File: config.mk
export PLATFORM = sky130hd
export DESIGN_NAME = mem_arbiter
export DESIGN_NICKNAME = d
export VERILOG_FILES = /design/src/rtl/mem_arbiter_pkg.sv /design/src/rtl/mem_arb_grant.sv /design/src/rtl/mem_arbiter.sv
export SDC_FILE = /design/constraint.sdc
export NUM_CORES = 1
export LEC_CHECK = 0
export CORE_ASPECT_RATIO = 0.5
export CORE_MARGIN = 3
export CORE_UTILIZATION = 49
export CTS_BUF_LIST = sky130_fd_sc_hd__clkbuf_4 sky130_fd_sc_hd__clkbuf_8 sky130_fd_sc_hd__clkbuf_16
export DETAILED_ROUTE_END_ITERATION = 8
export MAX_ROUTING_LAYER = met4
export PLACE_DENSITY = 0.95
export SLEW_MARGIN = 15
export SYNTH_ARGS = -nofsm -noshare
export SYNTH_HDL_FRONTEND = slang
export SYNTH_SLANG_ARGS = --single-unit
export TNS_END_PERCENT = 1
File: constraint.sdc
create_clock -name clk -period 5.1 [get_ports clk]
set_input_delay 1.02 -clock clk [delete_from_list [all_inputs] [get_ports clk]]
set_output_delay 1.02 -clock clk [all_outputs]
set_load 0.05 [all_outputs]
File: src/rtl/mem_arbiter_pkg.sv
// -----------------------------------------------------------------------------
// mem_arbiter_pkg
//
// Shared definitions for the IF/MEM byte-port arbiter:
//   - arb_state_t : sequencer states (IDLE / RD / WR / FIN)
//   - LEN_B/H/W   : mem_len codes (2'b11 is also treated as a word)
//   - REQ_IF/MEM  : requester ids latched at grant
//   - len_to_bytes: mem_len code -> number of byte cycles (1/2/4)
//
// No ports (package only).
// -----------------------------------------------------------------------------
package mem_arbiter_pkg;

    typedef enum logic [1:0] {
        ST_IDLE = 2'd0,
        ST_RD   = 2'd1,
        ST_WR   = 2'd2,
        ST_FIN  = 2'd3
    } arb_state_t;

    localparam logic [1:0] LEN_B = 2'b00;
    localparam logic [1:0] LEN_H = 2'b01;
    localparam logic [1:0] LEN_W = 2'b10;

    localparam logic REQ_IF  = 1'b0;
    localparam logic REQ_MEM = 1'b1;

    // Instruction fetches are always 4 bytes; only MEM uses this.
    function automatic logic [2:0] len_to_bytes(input logic [1:0] len);
        logic [2:0] n;
        case (len)
            LEN_B:   n = 3'd1;
            LEN_H:   n = 3'd2;
            default: n = 3'd4;   // LEN_W and 2'b11
        endcase
        return n;
    endfunction

endpackage

File: src/rtl/mem_arb_grant.sv
// -----------------------------------------------------------------------------
// mem_arb_grant
//
// Winner select between the IF and MEM requesters. The select is purely
// combinational; the parent only acts on it while its sequencer is idle and
// tells this block that a grant was taken through grant_take.
//
// Configuration macro: MEM_ARB_RR_EN
//   undefined : fixed priority, MEM beats IF on a tie (IF can starve).
//   defined   : round-robin, a tie goes to the requester not granted last.
//               The pointer resets to "IF last", so MEM wins the first tie.
//
// Ports:
//   clk          in   clock
//   rst_n        in   asynchronous active-low reset (pointer only)
//   if_req       in   IF request
//   mem_req      in   MEM request
//   grant_take   in   parent accepted the grant at this edge
//   grant_valid  out  at least one requester is asking
//   grant_id     out  winning requester (REQ_IF / REQ_MEM)
// -----------------------------------------------------------------------------
module mem_arb_grant (
    input  logic clk,
    input  logic rst_n,
    input  logic if_req,
    input  logic mem_req,
    input  logic grant_take,
    output logic grant_valid,
    output logic grant_id
);
    import mem_arbiter_pkg::*;

`ifdef MEM_ARB_RR_EN
    // Id of the requester that received the most recent grant.
    logic last_id_reg;

    always_ff @(posedge clk or negedge rst_n) begin
        if (!rst_n) begin
            last_id_reg <= REQ_IF;
        end else if (grant_take) begin
            last_id_reg <= grant_id;
        end
    end

    always_comb begin
        grant_valid = if_req | mem_req;
        grant_id    = REQ_IF;
        if (if_req && mem_req) begin
            grant_id = (last_id_reg == REQ_IF) ? REQ_MEM : REQ_IF;
        end else if (mem_req) begin
            grant_id = REQ_MEM;
        end
    end
`else
    always_comb begin
        grant_valid = if_req | mem_req;
        grant_id    = mem_req ? REQ_MEM : REQ_IF;
    end

    // Fixed priority keeps no state, so these inputs have no load here.
    logic unused_rr;
    assign unused_rr = &{1'b0, clk, rst_n, grant_take};
`endif

endmodule

File: src/rtl/mem_arbiter.sv
// -----------------------------------------------------------------------------
// mem_arbiter
//
// Shares one byte-wide synchronous RAM port between instruction fetch (IF)
// and load/store (MEM). Each 8/16/32-bit access is serialised into byte
// cycles; read bytes are assembled little-endian and zero-extended.
//
// Sequencer: IDLE (arbitrate) -> RD or WR (one byte per cycle) -> FIN
// (one-cycle done pulse) -> IDLE. Requests are only sampled in IDLE.
//
// Timing from the IDLE cycle in which the request is sampled (cycle 0):
//   n-byte read : addresses in cycles 1..n, done in cycle n+2
//   n-byte write: ram_we in cycles 1..n,    done in cycle n+1
//
// Configuration macro: MEM_ARB_RR_EN (round-robin arbitration, handled in
// mem_arb_grant). Default build is fixed priority with MEM first.
//
// Ports:
//   clk, rst_n            clock, asynchronous active-low reset
//   if_req/if_addr        IF word-read request (held until if_done)
//   if_rdata/if_done      fetched word, valid during the if_done pulse
//   mem_req/we/len/addr   MEM request (held until mem_done)
//   mem_wdata             store data, low byte first
//   mem_rdata/mem_done    load data (zero-extended), valid during mem_done
//   ram_addr/dout/we      byte RAM port outputs
//   ram_din               RAM read byte, one cycle after ram_addr
//   stallreq_if/mem       x_req & ~x_done, forced low in reset
// -----------------------------------------------------------------------------
module mem_arbiter #(
    parameter int ADDR_W = 32
) (
    input  logic              clk,
    input  logic              rst_n,
    input  logic              if_req,
    input  logic [ADDR_W-1:0] if_addr,
    output logic [31:0]       if_rdata,
    output logic              if_done,
    input  logic              mem_req,
    input  logic              mem_we,
    input  logic [1:0]        mem_len,
    input  logic [ADDR_W-1:0] mem_addr,
    input  logic [31:0]       mem_wdata,
    output logic [31:0]       mem_rdata,
    output logic              mem_done,
    output logic [ADDR_W-1:0] ram_addr,
    output logic [7:0]        ram_dout,
    input  logic [7:0]        ram_din,
    output logic              ram_we,
    output logic              stallreq_if,
    output logic              stallreq_mem
);
    import mem_arbiter_pkg::*;

    localparam logic [ADDR_W-1:0] ADDR_ONE = {{(ADDR_W-1){1'b0}}, 1'b1};

    // ------------------------------------------------------------------
    // State and datapath registers
    // ------------------------------------------------------------------
    arb_state_t        state_reg;
    arb_state_t        state_next;
    logic              id_reg;          // requester latched at grant
    logic [2:0]        n_reg;           // byte count latched at grant
    logic [2:0]        cnt_reg;         // cycles spent in RD/WR so far
    logic [23:0]       wdata_sh_reg;    // store bytes not yet on ram_dout
    logic [ADDR_W-1:0] ram_addr_reg;
    logic [7:0]        ram_dout_reg;
    logic [7:0]        lane_reg [4];    // assembled read bytes

    // ------------------------------------------------------------------
    // Arbitration
    // ------------------------------------------------------------------
    logic grant_valid;
    logic grant_id;
    logic grant_take;
    logic grant_is_wr;

    assign grant_take  = (state_reg == ST_IDLE) && grant_valid;
    assign grant_is_wr = (grant_id == REQ_MEM) && mem_we;

    mem_arb_grant u_grant (
        .clk         (clk),
        .rst_n       (rst_n),
        .if_req      (if_req),
        .mem_req     (mem_req),
        .grant_take  (grant_take),
        .grant_valid (grant_valid),
        .grant_id    (grant_id)
    );

    // ------------------------------------------------------------------
    // Sequencer control
    // ------------------------------------------------------------------
    logic       in_rw;
    logic       addr_step;
    logic       rd_capture;
    logic [1:0] cap_idx;

    // RD/WR cycle cnt drives byte cnt; the address register is advanced
    // one edge early so ram_addr is already base+cnt in that cycle.
    assign in_rw     = (state_reg == ST_RD) || (state_reg == ST_WR);
    assign addr_step = in_rw && ((cnt_reg + 3'd1) < n_reg);

    // ram_din lags the address by a cycle, so RD cycle cnt (>0) returns
    // byte cnt-1. RD therefore lasts n+1 cycles. cnt==4 wraps to lane 3.
    assign rd_capture = (state_reg == ST_RD) && (cnt_reg != 3'd0);
    assign cap_idx    = cnt_reg[1:0] - 2'd1;

    always_comb begin
        state_next = state_reg;
        case (state_reg)
            ST_IDLE: begin
                if (grant_valid) begin
                    state_next = grant_is_wr ? ST_WR : ST_RD;
                end
            end
            ST_RD: begin
                if (cnt_reg == n_reg) begin
                    state_next = ST_FIN;
                end
            end
            ST_WR: begin
                if (cnt_reg == (n_reg - 3'd1)) begin
                    state_next = ST_FIN;
                end
            end
            ST_FIN: begin
                state_next = ST_IDLE;
            end
            default: begin
                state_next = ST_IDLE;
            end
        endcase
    end

    always_ff @(posedge clk or negedge rst_n) begin
        if (!rst_n) begin
            state_reg <= ST_IDLE;
        end else begin
            state_reg <= state_next;
        end
    end

    // ------------------------------------------------------------------
    // Transaction latch, byte counter and RAM port registers
    // ------------------------------------------------------------------
    always_ff @(posedge clk or negedge rst_n) begin
        if (!rst_n) begin
            id_reg       <= REQ_IF;
            n_reg        <= 3'd0;
            cnt_reg      <= 3'd0;
            wdata_sh_reg <= 24'd0;
            ram_addr_reg <= '0;
            ram_dout_reg <= 8'd0;
        end else if (grant_take) begin
            id_reg       <= grant_id;
            n_reg        <= (grant_id == REQ_MEM) ? len_to_bytes(mem_len) : 3'd4;
            cnt_reg      <= 3'd0;
            ram_addr_reg <= (grant_id == REQ_MEM) ? mem_addr : if_addr;
            // Reads leave ram_dout at its previous value.
            if (grant_is_wr) begin
                ram_dout_reg <= mem_wdata[7:0];
                wdata_sh_reg <= mem_wdata[31:8];
            end
        end else if (in_rw) begin
            cnt_reg <= cnt_reg + 3'd1;
            if (addr_step) begin
                ram_addr_reg <= ram_addr_reg + ADDR_ONE;
                if (state_reg == ST_WR) begin
                    ram_dout_reg <= wdata_sh_reg[7:0];
                    wdata_sh_reg <= {8'd0, wdata_sh_reg[23:8]};
                end
            end
        end
    end

    // ------------------------------------------------------------------
    // Read assembly: one byte lane per register, cleared at every grant so
    // bytes beyond the access length read back as zero.
    // ------------------------------------------------------------------
    genvar gi;
    generate
        for (gi = 0; gi < 4; gi++) begin : g_lane
            always_ff @(posedge clk or negedge rst_n) begin
                if (!rst_n) begin
                    lane_reg[gi] <= 8'd0;
                end else if (grant_take) begin
                    lane_reg[gi] <= 8'd0;
                end else if (rd_capture && (cap_idx == 2'(gi))) begin
                    lane_reg[gi] <= ram_din;
                end
            end
        end
    endgenerate

    // ------------------------------------------------------------------
    // Outputs
    // ------------------------------------------------------------------
    logic        fin;
    logic [31:0] rdata_word;

    assign fin        = (state_reg == ST_FIN);
    assign rdata_word = {lane_reg[3], lane_reg[2], lane_reg[1], lane_reg[0]};

    assign if_done   = fin && (id_reg == REQ_IF);
    assign mem_done  = fin && (id_reg == REQ_MEM);
    assign if_rdata  = if_done  ? rdata_word : 32'd0;
    assign mem_rdata = mem_done ? rdata_word : 32'd0;

    assign ram_addr = ram_addr_reg;
    assign ram_dout = ram_dout_reg;
    // Decoded from state so an asynchronous reset stops writes at once.
    assign ram_we   = (state_reg == ST_WR);

    assign stallreq_if  = rst_n & if_req  & ~if_done;
    assign stallreq_mem = rst_n & mem_req & ~mem_done;

endmodule

==> results.py, run 1 <==
metrics = {
    "run": {
        "cap_violations": 0,
    },
    "logic_synthesis": {
        "synth_edf_count": 0,
        "synth-adder-area-share_pct": 2.93,
        "synth_top_family_by_area": "simple AND/OR/NAND/NOR gates",
        "synthFlopType": "dfrtp_1",
        "synth_nets": 775,
        "yosys_register_bits": 105,
        "synthDistinctLibCells": 40,
        "yosysWarnings": 0,
        "synthArstFlopShare_pct": 100,
        "synth_xor_area_share_pct": 4.10,
        "synth-seq-area-share_pct": 44.0,
        "postSynthAreaPerCell_um2": 9.20,
        "synthCells": 650,
        "muxShareOfSynthArea_pct": 6.36,
        "yosys.area_share.simple_pct": 22.4,
        "synth-compound-area-share_pct": 16.6,
        "synth_area_um2": 5980,
    },
    "routing": {
        "wl_um": 17700,
        "drt-initial-drc-count": 402,
        "via_count": 5775,
        "viasPerCell": 5.73,
        "postRouteAntennaNets": 0,
        "drc": 0,
        "firstDrtPassIters": 5,
        "wl_per_cell_um": 17.5,
    },
    "sta": {
        "finalSetupViolCount": 0,
        "fmax_ghz": 0.241,
        "period_share_pct": 81.3,
        "clock_skew_ns": 0.00482,
        "worst_slew_pin_slew_ns": 1.08,
        "rsz0062_at_grt": "false",
        "period_minus_slack_ns": 4.14,
        "hold_violations": 0,
        "slew_violations": 0,
        "slew_headroom_pct": 28.0,
        "tns_ns": 0,
    },
    "clocking": {
        "clk_path_buf_depth": 2,
        "cts_tree": "built",
        "cts.sinks": 105,
        "post_cts.repair.setup_buffers": 0,
        "cts_resized": 0,
        "root_buffer": "clkbuf_16",
        "ctsHtreeMaxLevel": 3,
        "postCtsHoldBufs": 0,
        "cts_buffers": 9,
        "path_clk_slew_ns": 0.07,
        "worstSkewPairLatency_ns": 0.34,
    },
    "die": {
        "core.rowCount": 27,
        "die_w_um": 162,
        "coreArea_um2": 11500,
        "die_y_um": 84.1,
        "dieArea_um2": 13600,
        "pin_count": 220,
        "start_util_pct": 52.2,
    },
    "global_route": {
        "grt_use_total_pct": 26.2,
        "antenna_found_initial": 0,
        "grt_pass1_vias": 5537,
        "grt_max_degree": 93,
        "grt-ovfl-total": 0,
        "grt_pass1_wl_um": 28200,
    },
    "power": {
        "p_sw_uw": 2550,
        "leakagePower_uw": 0.00368,
        "combinationalPowerShare_pct": 56.1,
        "p_per_area_nw_per_um2": 606,
        "p_int_uw": 2660,
        "clockPowerShare_pct": 14.3,
        "power.share.sequential_pct": 29.6,
        "switching_share_pct": 49.0,
        "ir_drop_v": 0.000367,
    },
    "final_layout": {
        "drive_gt1_share_pct": 4.13,
        "final_nets": 968,
        "final_cells": 1007,
        "syn2layout_area_growth_pct": 43.7,
        "antenna_cells": 0,
    },
    "place": {
        "dp_hpwl_um": 12800,
        "place_congestion": 0.800,
        "dp.cells": 991,
        "io_buffers": 219,
    },
    "setup_path": {
        "endpoint_kind": "output port",
        "startpoint_type": "flop",
        "arrival_ns": 3.12,
        "crit_path_max_fanout": 34,
        "crit_type": "flop to output port",
        "reg2reg_depth": 10,
        "cp_data_required_time_ns": 4.08,
    },
    "hold_path": {
        "hold_class": "flop to flop",
        "whs_path_depth": 1,
    },
    "status": {
        "outcome": "completed",
    },
}
critical path, stage by stage (launching register included):
cell and delay [ns]:
dfrtp_1 0.37, ha_1 0.16, buf_4 0.28, nor2b_2 0.89
and2_1 0.25, clkdlybuf4s50_1 0.83
synth_stat cells (2+ instances only):
| library cell | n | area share [%] |
|---|---|---|
| or3_1 | 9 | 0.94 |
| and3_1 | 39 | 4.1 |
| inv_1 | 10 | 0.63 |
| a22o_1 | 8 | 1.2 |
| ha_1 | 14 | 2.9 |
| clkbuf_1 | 38 | 2.4 |
| nand2_1 | 43 | 2.7 |
| a31oi_1 | 10 | 1.0 |
| buf_2 | 5 | 0.42 |
| a21oi_1 | 46 | 3.9 |
| mux2i_1 | 38 | 6.4 |
| nand3_1 | 41 | 3.4 |
| and2_1 | 36 | 3.8 |
| xnor2_1 | 6 | 0.88 |
| nand4_1 | 14 | 1.5 |
| nor2_1 | 17 | 1.1 |
| and4_1 | 3 | 0.44 |
| buf_1 | 3 | 0.19 |
| nor3_1 | 2 | 0.17 |
| xor2_1 | 22 | 3.2 |
| a211oi_1 | 30 | 3.8 |
| nor2b_1 | 33 | 3.5 |
| o21ai_1 | 25 | 2.1 |
| o21ai_0 | 37 | 3.1 |
| o211ai_1 | 2 | 0.25 |
| dfrtp_1 | 105 | 44 |
worst paths after layout:
path                       slack, ns                          from                      endpoint
max                             0.96      state_reg[0]$_DFFE_PN0P_                   if_rdata[3]
min                             0.52  wdata_sh_reg[21]$_DFFE_PN0P_  wdata_sh_reg[21]$_DFFE_PN0P_
max reg2reg                     1.61        cnt_reg[1]$_DFFE_PN0P_  wdata_sh_reg[12]$_DFFE_PN0P_
min reg2reg                     0.52  wdata_sh_reg[21]$_DFFE_PN0P_  wdata_sh_reg[21]$_DFFE_PN0P_
max in group asynchronous       3.50                         rst_n      ram_addr[13]$_DFFE_PN0P_
min in group asynchronous       0.57                         rst_n      lane_reg[18]$_DFFE_PN0P_
cell usage in the layout (no fill, tap or decap), drive strengths merged, types with 33 or more instances in the layout:
| cell type | instances |
|---|---|
| and3 | 39 |
| o21ai | 62 |
| clkdlybuf4s50 | 217 |
| dfrtp | 105 |
| nand3 | 41 |
| mux2i | 38 |
| and2 | 36 |
| nor2b | 33 |
| a21oi | 47 |
| nand2 | 43 |
power by group through the flow:
stage / clock network [µW] / registers (µW) / logic, µW
floorplan: 0 / 1940 / 1540
global placement: 0 / 1510 / 2780
detailed placement: 0 / 1550 / 2880
CTS: 753 / 1530 / 2910
global route: 788 / 1600 / 3130
finish: 744 / 1540 / 2920
cell families (layout without fill, tap and decap cells):
| group | after synthesis | in the layout |
|---|---|---|
| and+or+nand+nor | 244 | 244 |
| AOI/OAI and AO/OA | 165 | 165 |
| buffers and inverters | 56 | 254 |
| adders and majority gates | 14 | 14 |
| xor gates and xnor gates | 28 | 28 |
| muxes | 38 | 38 |
| DFF | 105 | 105 |
per-stage QoR:
stage                     utilization [%]  cell area (µm²)  total power [µW]  worst slack (ns)  hold slack, ns
final                                75.0             8590              5210             0.955           0.516
after global routing                 75.0             8590              5520             0.725           0.545
after CTS                            75.0             8590              5200             0.939           0.507
after detailed placement             72.2             8270              4420              1.33           0.492
after global placement               72.2             8270              4300              1.52           0.482
after floorplan                         -             5980              3480              1.46           0.466
layout make-up:
class	instances	area, µm²
multi-input cells	489	3150
flip-flops and latches	105	2630
fillers	810	2860
clock buffers	11	240
clock inverters	5	80.1
inverters	10	37.5
repair buffers	228	2250
well taps	159	199
per-layer routing:
metal	GRT usage, %	vias to the layer above	part of all wire [%]
li1	-	2717	-
met1	32.5	2753	41
met2	43.7	253	50
met3	4.51	52	5.9
met4	9.21	0	3.0
met5	-	-	0
Power figures use the tool's default switching activity.
==> run 2: changes to the inputs <==
CORE_UTILIZATION = 41   (was 49)
PLACE_DENSITY = 0.88   (was 0.95)
clock period = 3.6 ns   (was 5.1 ns; I/O delays follow)
==> run 2 against run 1 <==
Against the previous run: cell area increased by 4.4%; die area increased by 18%; count of clock-buffer cells in the layout decreased by 1; setup slack got worse by 0.62 ns; total power increased by 44%; critical endpoint is now wdata_sh_reg[5]$_DFFE_PN0P_; largest power group unchanged.
==> results.py, run 2 (synthesis gave the netlist of run 1 again) <==
metrics = {
    "status": {
        "outcome": "completed",
    },
    "global_route": {
        "grt_max_degree": 93,
        "grt_pass1_wl_um": 29800,
        "antenna_found_initial": 0,
        "grt_use_total_pct": 23.5,
        "grt-ovfl-total": 0,
        "grt_pass1_vias": 5508,
    },
    "place": {
        "io_buffers": 219,
        "place_congestion": 0.868,
        "place_area_um2": 8640,
        "dp.cells": 1025,
        "dp_slack_ns": 0.136,
        "dp_hpwl_um": 13600,
    },
    "final_layout": {
        "syn2layout_area_growth_pct": 50.0,
        "final_cells": 1040,
        "final_nets": 969,
        "final_common_cell": "clkdlybuf4s50_1",
        "final_util_pct": 64.5,
        "antenna_cells": 0,
        "post-route-cell-area_um2": 8960,
        "final_cell_mix": "clkdlybuf4s50_1, dfrtp_1, a21oi_1, nand2_1, nand3_1",
        "fillers": 1064,
        "drive_gt1_share_pct": 8.14,
    },
    "run": {
        "cap_violations": 0,
    },
    "clocking": {
        "ctsHtreeMaxLevel": 3,
        "cts_tree": "built",
        "cts_buffers": 9,
        "postCtsHoldBufs": 0,
        "worstSkewPairLatency_ns": 0.34,
        "path_clk_slew_ns": 0.07,
        "cts.sinks": 105,
        "clk_path_buf_depth": 2,
        "root_buffer": "clkbuf_16",
    },
    "routing": {
        "drt-initial-drc-count": 446,
        "via_count": 5730,
        "drc": 0,
        "firstDrtPassIters": 6,
        "wl_um": 18600,
        "viasPerCell": 5.51,
        "postRouteAntennaNets": 0,
        "wl_per_cell_um": 17.9,
    },
    "power": {
        "p_int_uw": 3840,
        "combinationalPowerShare_pct": 56.5,
        "clockPowerShare_pct": 14.2,
        "power.share.sequential_pct": 29.3,
        "p_per_area_nw_per_um2": 836,
        "p_sw_uw": 3650,
        "ir_drop_v": 0.000533,
        "switching_share_pct": 48.8,
        "leakagePower_uw": 0.00385,
    },
    "setup_path": {
        "cp_data_required_time_ns": 3.80,
        "crit_type": "flop to flop",
        "endpoint_kind": "flop",
        "arrival_ns": 3.47,
        "startpoint_type": "flop",
        "crit_path_max_fanout": 32,
        "reg2reg_depth": 8,
    },
    "sta": {
        "clock_skew_ns": 0.00477,
        "slew_violations": 0,
        "fmax_ghz": 0.306,
        "finalSetupViolCount": 0,
        "tns_ns": 0,
        "period_share_pct": 90.8,
        "setup_ws_ns": 0.332,
        "slew_headroom_pct": 26.0,
        "period_minus_slack_ns": 3.27,
        "worst_slew_pin_slew_ns": 1.11,
        "rsz0062_at_grt": "false",
        "hold_violations": 0,
    },
    "die": {
        "core.rowCount": 30,
        "die_y_um": 91.4,
        "die_w_um": 177,
        "start_util_pct": 43.0,
        "coreArea_um2": 13900,
        "dieArea_um2": 16200,
        "pin_count": 220,
    },
    "hold_path": {
        "hold_class": "input pin to async pin",
    },
}
-- run 2: final timing paths --
check                                                to  slack, ns                         start
setup / recovery            wdata_sh_reg[5]$_DFFE_PN0P_       0.33        cnt_reg[1]$_DFFE_PN0P_
hold / removal                 lane_reg[30]$_DFFE_PN0P_       0.27                         rst_n
setup reg to reg            wdata_sh_reg[5]$_DFFE_PN0P_       0.33        cnt_reg[1]$_DFFE_PN0P_
hold reg to reg            wdata_sh_reg[20]$_DFFE_PN0P_       0.52  wdata_sh_reg[20]$_DFFE_PN0P_
max in group asynchronous      ram_addr[23]$_DFFE_PN0P_       2.28                         rst_n
min in group clk           wdata_sh_reg[20]$_DFFE_PN0P_       0.52  wdata_sh_reg[20]$_DFFE_PN0P_
-- run 2: cell type report --
type,instances,area (µm²),share of cell area [%]
Inverter,10,37.5,0.419
Clock buffer,10,239,2.67
Sequential cell,105,2630,29.3
Clock inverter,5,78.8,0.879
Multi-Input combinational cell,489,3150,35.1
Tap cell,192,240,2.68
Timing Repair Buffer,229,2590,28.9
-- run 2: repair_timing --
action,4_1_cts,5_1_grt
setup endpoints to repair,0,32
resized for setup,0,1
buffers inserted,0,0
-- run 2: critical path: stages (launching register included) --
cell      delay [ns]
dfrtp_1         0.47
ha_1            0.25
xor2_1          0.15
ha_1            0.37
and3b_1         0.28
a211oi_4        0.06
a21oi_2         0.69
or2_2           0.64
o21ai_1         0.19
-- run 2: power by group through the flow --
stage                     clock, µW  combinational (µW)  sequential [µW]
after detailed placement          0                4180             2200
after CTS                      1060                4220             2190
after global routing           1110                4550             2280
after global placement            0                4050             2150
after floorplan                   0                2180             2740
final                          1060                4230             2200
-- run 2: metal layers --
| layer | up-vias | share of wire [%] | global-route usage, % |
|---|---|---|---|
| met4 | 0 | 1.6 | 5.94 |
| li1 | 2714 | - | - |
| met2 | 176 | 52 | 40.7 |
| met1 | 2810 | 42 | 29.1 |
| met3 | 30 | 4.6 | 3.51 |
| met5 | - | 0 | - |
-- run 2: metrics by stage --
step / hold WS [ns] / total power [µW]
2_1_floorplan: 0.424 / 4930
3_3_place_gp: 0.484 / 6200
6_report: 0.269 / 7490
3_5_place_dp: 0.494 / 6380
4_1_cts: 0.265 / 7460
5_1_grt: 0.281 / 7940
==> run 3: changes to the inputs <==
PLACE_DENSITY = not set   (was 0.88)
PLACE_DENSITY_LB_ADDON = 0.05   (was not set)
==> run 3 against run 2 <==
Against the previous run: clock power increased by 5%; utilization grew 0.47 points; global-route usage decreased by 0.97 points; sequential power fell by 3%; cell count is 0.48% higher; die area did not move; setup slack better by 0.13 ns; via count is 2.7% lower; clock skew up 0.0044 ns; sequential share of layout area decreased by 0.21 points; largest power group unchanged.
==> results.py, run 3 (synthesis gave the netlist of run 1 again) <==
metrics = {
    "final_layout": {
        "final_common_cell": "clkdlybuf4s50_1",
        "final_nets": 973,
        "fillers": 1187,
        "final_cell_mix": "clkdlybuf4s50_1, dfrtp_1, a21oi_1, nand2_1, nand3_1",
        "final_util_pct": 65.0,
        "syn2layout_area_growth_pct": 51.1,
        "antenna_cells": 0,
        "drive_gt1_share_pct": 8.56,
        "multiInputGateArea_um2": 3150,
        "post-route-cell-area_um2": 9030,
        "regArea_um2": 2630,
    },
    "clocking": {
        "root_buffer": "clkbuf_16",
        "worstSkewPairLatency_ns": 0.35,
        "clk_path_buf_depth": 2,
        "cts.sinks": 105,
        "postCtsHoldBufs": 0,
        "cts_resized": 0,
        "post_cts.repair.setup_buffers": 0,
        "ctsHtreeMaxLevel": 3,
        "cts_tree": "built",
        "cts_buffers": 9,
        "path_clk_slew_ns": 0.08,
    },
    "power": {
        "switching_share_pct": 48.4,
        "p_sw_uw": 3640,
        "ir_drop_v": 0.000411,
        "combinationalPowerShare_pct": 56.8,
        "p_per_area_nw_per_um2": 832,
        "p_int_uw": 3880,
        "leakagePower_uw": 0.00389,
        "power.share.sequential_pct": 28.5,
        "clockPowerShare_pct": 14.7,
    },
    "setup_path": {
        "rrSetupSlack_ns": 0.61,
        "endpoint_kind": "output port",
        "cp_data_required_time_ns": 2.88,
        "crit_start": "state_reg[1]$_DFFE_PN0P_",
        "crit_type": "flop to output port",
        "crit_path_max_fanout": 21,
        "r2r-end": "wdata_sh_reg[0]$_DFFE_PN0P_",
        "timing.rr.start": "cnt_reg[1]$_DFFE_PN0P_",
        "reg2reg_depth": 8,
        "arrival_ns": 2.42,
        "startpoint_type": "flop",
    },
    "die": {
        "die_y_um": 91.4,
        "pin_count": 220,
        "core.rowCount": 30,
        "coreArea_um2": 13900,
        "start_util_pct": 43.0,
        "dieArea_um2": 16200,
        "die_w_um": 177,
    },
    "routing": {
        "postRouteAntennaNets": 0,
        "wl_um": 17900,
        "firstDrtPassIters": 5,
        "via_count": 5574,
        "drc": 0,
        "viasPerCell": 5.33,
        "drt-initial-drc-count": 341,
        "wl_per_cell_um": 17.2,
    },
    "sta": {
        "rsz0062_at_grt": "false",
        "slew_headroom_pct": 28.5,
        "worst_slew_pin_slew_ns": 1.07,
        "slew_violations": 0,
        "period_share_pct": 87.2,
        "hold_violations": 0,
        "finalSetupViolCount": 0,
        "tns_ns": 0,
        "period_minus_slack_ns": 3.14,
        "clock_skew_ns": 0.00921,
        "fmax_ghz": 0.318,
    },
    "global_route": {
        "grt_pass1_vias": 5424,
        "antenna_found_initial": 0,
        "grt_max_degree": 93,
        "grt_pass1_wl_um": 28500,
        "grt_use_total_pct": 22.5,
        "grt-ovfl-total": 0,
    },
    "hold_path": {
        "hold_class": "input pin to async pin",
    },
    "place": {
        "place_area_um2": 8700,
        "dp_hpwl_um": 13200,
        "io_buffers": 219,
        "place_congestion": 0.829,
    },
    "run": {
        "cap_violations": 0,
    },
    "status": {
        "outcome": "completed",
    },
}
==> run 3: cell types whose count changed in the layout (fill, tap and decap cells not counted), sizes merged <==
| cell | previous run | this run |
|---|---|---|
| clkbuf | 10 | 9 |
| inv | 11 | 15 |
| buf | 46 | 50 |
| clkinv | 2 | 0 |
==> run 3: layout make-up <==
| class | count | share of cell area [%] |
|---|---|---|
| timing repair buffer | 233 | 29.3 |
| inverter | 10 | 0.416 |
| tap | 192 | 2.66 |
| multi-input combinational | 489 | 34.9 |
| clock inverter | 7 | 1.18 |
| sequential | 105 | 29.1 |
| clock buffer | 9 | 2.49 |
==> run 3: worst max-delay path, cell delays in order (launching register included) <==
cell and delay, ns:
dfrtp_1 0.38, ha_1 0.50, buf_12 0.21, and3_1 0.17, clkdlybuf4s50_1 0.80
==> run 3: power groups by stage <==
stage	Clock [µW]	Combinational, µW	Sequential [µW]
after floorplan	0	2180	2740
after global placement	0	4220	2130
after detailed placement	0	4290	2160
after CTS	1130	4300	2140
after global routing	1180	4600	2220
final	1110	4270	2140
==> run 3: worst max-delay path by stage <==
stage,end,depth (start not counted),slack [ns]
after floorplan,stallreq_mem,5,0.56
after global placement,ram_dout[5]$_DFFE_PN0P_,8,0.71
after detailed placement,wdata_sh_reg[0]$_DFFE_PN0P_,8,0.61
after CTS,mem_rdata[8],4,0.44
after global routing,mem_rdata[11],4,0.32
final,mem_rdata[14],4,0.46
==> run 3: through the flow <==
stage / power [µW] / cells / worst slack, ns / hold slack (ns)
6_report: 7520 / 1045 / 0.459 / 0.492
5_1_grt: 7990 / 1045 / 0.321 / 0.523
4_1_cts: 7570 / 1045 / 0.442 / 0.507
3_5_place_dp: 6450 / 1029 / 0.610 / 0.488
3_3_place_gp: 6350 / 1029 / 0.709 / 0.484
2_1_floorplan: 4930 / 650 / 0.559 / 0.424
==> run 3: layer usage <==
metal | track usage [%] | part of all wire, %
met5 | - | 0
met4 | 3.66 | 0.68
met3 | 5.22 | 6.9
met2 | 37.1 | 48
met1 | 29.1 | 44
